===== src/rtl/stopwatch_counter.sv =====
// Minutes:seconds timekeeping core with run/pause control and a field-adjust
// overlay that blinks the selected field while it is being set.
module stopwatch_counter #(
  parameter int unsigned MAX_VAL = 59
) (
  input  logic       clk,
  input  logic       rst,
  input  logic       one_hz_en,
  input  logic       two_hz_en,
  input  logic       pause_pulse,
  input  logic       sel,
  input  logic       adj,
  output logic [5:0] minutes,
  output logic [5:0] seconds,
  output logic       running,
  output logic       blank_min,
  output logic       blank_sec
);

  typedef enum logic {
    PAUSED = 1'b0,
    RUN    = 1'b1
  } state_t;

  localparam logic [5:0] MAX = 6'(MAX_VAL);

  state_t     state;
  state_t     state_next;
  logic [5:0] min_next;
  logic [5:0] sec_next;
  logic       blink_phase;
  logic       blink_next;
  logic       count_tick;
  logic       adj_tick;

  function automatic logic [5:0] wrap_inc(input logic [5:0] v);
    return (v == MAX) ? 6'd0 : v + 6'd1;
  endfunction

  always_ff @(posedge clk or posedge rst) begin
    if (rst) state <= PAUSED;
    else     state <= state_next;
  end

  always_comb begin
    state_next = state;
    if (pause_pulse) state_next = (state == RUN) ? PAUSED : RUN;
  end

  always_comb begin
    running   = (state == RUN);
    blank_sec = adj & sel & blink_phase;
    blank_min = adj & ~sel & blink_phase;
  end

  // Count decision uses the pre-edge state, so a pause toggle in the same
  // cycle as a tick never changes whether that tick is counted.
  assign count_tick = !adj && (state == RUN) && one_hz_en;
  assign adj_tick   = adj && two_hz_en;

  always_comb begin
    min_next   = minutes;
    sec_next   = seconds;
    blink_next = adj ? (blink_phase ^ two_hz_en) : 1'b0;
    if (adj_tick) begin
      if (sel) sec_next = wrap_inc(seconds);
      else     min_next = wrap_inc(minutes);
    end else if (count_tick) begin
      sec_next = wrap_inc(seconds);
      if (seconds == MAX) min_next = wrap_inc(minutes);
    end
  end

  always_ff @(posedge clk or posedge rst) begin
    if (rst) begin
      minutes     <= 6'd0;
      seconds     <= 6'd0;
      blink_phase <= 1'b0;
    end else begin
      minutes     <= min_next;
      seconds     <= sec_next;
      blink_phase <= blink_next;
    end
  end

endmodule


===== config.mk =====
export PLATFORM = sky130hd
export DESIGN_NAME = stopwatch_counter
export DESIGN_NICKNAME = d
export VERILOG_FILES = /design/src/rtl/stopwatch_counter.sv
export SDC_FILE = /design/constraint.sdc
export NUM_CORES = 1
export LEC_CHECK = 0
export ABC_AREA = 1
export CORE_UTILIZATION = 46
export CTS_CLUSTER_SIZE = 25
export DETAILED_ROUTE_END_ITERATION = 12
export GPL_TIMING_DRIVEN = 0
export HOLD_SLACK_MARGIN = 0.1
export PLACE_DENSITY = 0.74
export SYNTH_ARGS = -nofsm -noshare
export SYNTH_HDL_FRONTEND = slang
export SYNTH_SLANG_ARGS = --single-unit

===== constraint.sdc =====
create_clock -name clk -period 1.7 [get_ports clk]
set_input_delay 0.17 -clock clk [delete_from_list [all_inputs] [get_ports clk]]
set_output_delay 0.17 -clock clk [all_outputs]
set_load 0.01 [all_outputs]

Word level (Yosys, flattened, before mapping)
Index checks and enable logic that the tools add are counted.
{"block": "totals", "reg_bits": 14, "input_bits": 7, "output_inout_bits": 15, "wordCells": 35}
{"block": "op_classes", "addsub": 2, "n_eq_ne": 4, "muxes": 11, "bitwise": 6, "n_reduce_logical": 8}
{"cell": "two-way mux 6 bit", "count": 9}
{"cell": "adder 6 x 1 -> 6 bit (second input constant)", "count": 2}
{"cell": "equality test 6 bit (second input constant)", "count": 2}
{"cell": "AND 1 bit", "count": 4}
{"cell": "inequality test 2 bit (second input constant)", "count": 2}
{"cell": "nonzero test 2 bit", "count": 2}
{"cell": "logical AND 1 bit", "count": 3}
{"cell": "AND reduction 3 bit", "count": 1}
{"cell": "two-way mux 1 bit", "count": 2}
{"cell": "AND reduction 2 bit", "count": 1}
{"cell": "logical NOT 1 bit", "count": 1}
{"cell": "NOT 1 bit", "count": 1}
{"cell": "XOR 1 bit", "count": 1}

Logic depth before layout (Yosys ltp)
{"block": "depth", "ltp_word": 5, "ltp_mapped": 8, "depth_no_buf": 8}

Least setup slack after synthesis
Ideal clock, no wire load.
{"block": "synth_timing", "path_type": "register to register", "start": "register seconds[1]", "end": "register minutes[3]", "setup_time_ps": 116, "arrival_time_ps": 1223, "required_time_ps": 1584, "slack_ps": 361, "path_stages_with_launch": 9, "n_path_buf": 0, "period_less_slack_ps": 1339, "path_cell_list": "dfrtp_1 > ha_1 > nand3_1 > nor2_1 > nand2_1 > nand2_2 > nand2_1 > nand2_1 > nand2_1"}
{"block": "synth_via", "elab_chain_cells": 3}
{"item": "start: declaration", "line_no": "14", "source": "output logic [5:0] seconds,"}
{"item": "start signal: assignment", "line_no": "81", "source": "seconds <= sec_next;"}
{"item": "equality test 6 bit", "line_no": "70", "source": "if (seconds == MAX) min_next = wrap_inc(minutes);"}
{"item": "nonzero test 2 bit (no source line)"}
{"item": "AND reduction 3 bit (no source line)"}
{"item": "end signal: assignment", "line_no": "80", "source": "minutes <= min_next;"}
{"item": "end: declaration", "line_no": "13", "source": "output logic [5:0] minutes,"}
No other way between the ends.
A chain may end at the register's enable or synchronous reset.

Worst setup path in the final report
{"block": "layout_timing", "start": "input port sel", "end": "output port blank_sec"}
{"block": "layout_via", "elab_chain_cells": 2}
{"item": "start: declaration", "line_no": "11", "source": "input logic sel,"}
{"item": "AND 1 bit (2 in a row)", "line_no": "52", "source": "blank_sec = adj & sel & blink_phase;"}
{"item": "end: declaration", "line_no": "17", "source": "output logic blank_sec"}
No other way between the ends.

==> metrics.yaml <==
logic_synthesis:
  syn_area_um2: 830
  syn_inst: 111
  syn-num-nets: 120
  synthDistinctLibCells: 19
  synth_area_per_cell_um2: 7.47
  synth-seq-area-share_pct: 42.2
  ys_seq_elements: 14
  yosys_warnings: 0
place:
  hpwl_mm: 1.33
  portBuffers: 21
  place_ws_ns: 0.0244
  gp_congestion: 0.834
  place_inst: 156
  placed_area_mm2: 0.00107
route:
  drt_first_pass_iters: 4
  detail-route-antenna-nets: 0
  drc: 0
  drt_iter0_drc: 5
  routedWlPerCell_um: 11.1
  drt_wl_total_mm: 1.76
  avgViaCountPerCell: 4.83
  vias: 768
floorplanning:
  die_area_mm2: 0.00198
  fp.dieH_um: 44.5
  num_rows: 14
  die_x_um: 44.5
  initial_core_util_pct: 52.0
  boundaryPins: 22
  core_area_mm2: 0.00159
run:
  drv_cap: 0
power:
  pwr-share-comb_pct: 44.3
  clock_power_share_pct: 13.9
  power_frac_seq_pct: 41.8
  p_per_area_mw_per_mm2: 1280
  switchingPower_mw: 0.548
  ir_worst_vdd_mv: 0.827
  internal_power_mw: 0.859
  finalPower_mw: 1.41
  p_sw_share_pct: 38.9
  p_leak_nw: 0.551
cts:
  cts.sinks: 14
  htree_levels: 1
  clock_path_buffers: 2
  numCtsBuffers: 3
  clkTransAtPathRegs_ns: 0.09
  cts_root_buf: "clkbuf_4"
  cts_hold_buf: 0
  cts_tree: "built"
  insertion_delay_ns: 0.28
global_route:
  grt_pass1_wl_mm: 2.84
  grt_max_degree: 15
  antenna_found_initial: 0
  overflow: 0
  track_usage_pct: 20.1
  first_global_vias: 665
layout:
  drive_gt1_share_pct: 5.93
  final_util_pct: 68.7
  final_cells: 159
  stdcell_area_mm2: 0.00109
  diodes: 0
  area_delta_synth_final_pct: 32.0
  layout.nets: 146
timing:
  drv_slew: 0
  skew_ns: 0.00247
  setup_ws_ns: 0.111
  rsz0062_at_grt: "false"
  fin_crit_ns: 1.59
  fmax_mhz: 629
  period_share_pct: 93.5
  relSlewSlack_pct: 63.7
  finalHoldViolCount: 0
  setup_viol: 0
  tightest_slew_ns: 0.544
  fin_setup_tns_ns: 0
  whs_ns: 0.225
worst_setup_path:
  crit_type: "input port to output port"
  start_kind: "input port"
  required_ns: 1.53
  crit_path_max_fanout: 3
  end_kind: "output port"
  cp.arrival_ns: 1.42
status:
  status: "finished, final reports clean"
hold_path:
  hold_path_class: "input port to async pin"
## final timing paths
path / from / to / slack, ns / cells past startpoint
min in group clk: adj / blink_phase / 0.30 / 3
worst max register to register: seconds[1] / minutes[4] / 0.23 / 7
worst max-delay path: sel / blank_sec / 0.11 / 4
max in group asynchronous: rst / seconds[1] / 1.12 / 2
worst min-delay path: rst / minutes[4] / 0.22 / 2
worst min register to register: blink_phase / blink_phase / 0.48 / 1
## cell usage in the layout, fill, tap and decap left out
cell and n:
nor2_1 15, dfrtp_1 14, xor2_1 4, a22oi_1 1
nand2_2 2, o21ai_0 2, buf_6 1, a21boi_1 1
nand3_2 1, dlymetal6s2s_1 1, nand3_4 1, clkbuf_4 3
ha_1 2, xnor2_1 1, nand3_1 12, inv_1 12
a21oi_1 1, nand4_1 1, o21bai_1 1, nand2_1 37
nand3b_1 2, clkdlybuf4s50_1 20
## layer usage
layer  up-vias  wire [um]  global-route usage [%]
met1       349        852                    27.6
li1        399          -                       -
met4         0         41                    12.7
met3         5         54                    2.45
met2        15        809                    30.0
met5         -          0                       0
## flip-flops by register name (all words and copies together) (netlist names)
| name | flops |
|---|---|
| blink_phase | 1 |
| minutes | 6 |
| running | 1 |
| seconds | 6 |
## worst max-delay path, cell delays in order
cell             delay, ns
clkdlybuf4s50_1       0.55
inv_1                 0.06
nor2_1                0.10
clkdlybuf4s50_1       0.54
## cell families (layout without fill, tap and decap cells)
kind of cell	after synthesis	in the layout	share of synthesized area, %
AND/OR/NAND/NOR	71	71	38.2
buffers and inverters	13	37	6.79
flip-flops	14	14	42.2
adder cells (fa/ha/maj)	2	2	3.02
XOR/XNOR	5	5	5.28
AO/OA/AOI/OAI	6	6	4.53
## power by group through the flow
stage	Combinational, mW	Sequential [mW]	Clock, mW
global placement	0.607	0.584	0
CTS	0.630	0.588	0.200
finish	0.624	0.587	0.196
floorplan	0.283	0.618	0
detailed placement	0.628	0.595	0
global route	0.696	0.605	0.204
## synthesized netlist by cell type, drive strengths merged
master  number  share of area (%)
inv         12                5.4
a22oi        1               0.91
xnor2        1                1.1
xor2         4                4.2
nor2        15                6.8
a21oi        1               0.60
nand3       14                 11
a21boi       1               0.91
nand4        1               0.75
o21bai       1               0.91
dfrtp       14                 42
nand3b       2                1.8
o21ai        2                1.2
ha           2                3.0
nand2       39                 18
buf          1                1.4
## repair_timing
action	CTS	global route
buffers inserted	0	0
gates resized for setup	0	1
setup endpoints to repair	0	2
## layout make-up
cell class              instances  area, um^2
multi-input cells              84         423
repair buffers                 21         213
fillers                       138         499
well taps                      24        30.0
flip-flops and latches         14         350
inverters                      12        45.0
clock buffers                   3        22.5
plain buffers                   1        11.3
(Power assumes the default switching activity.)
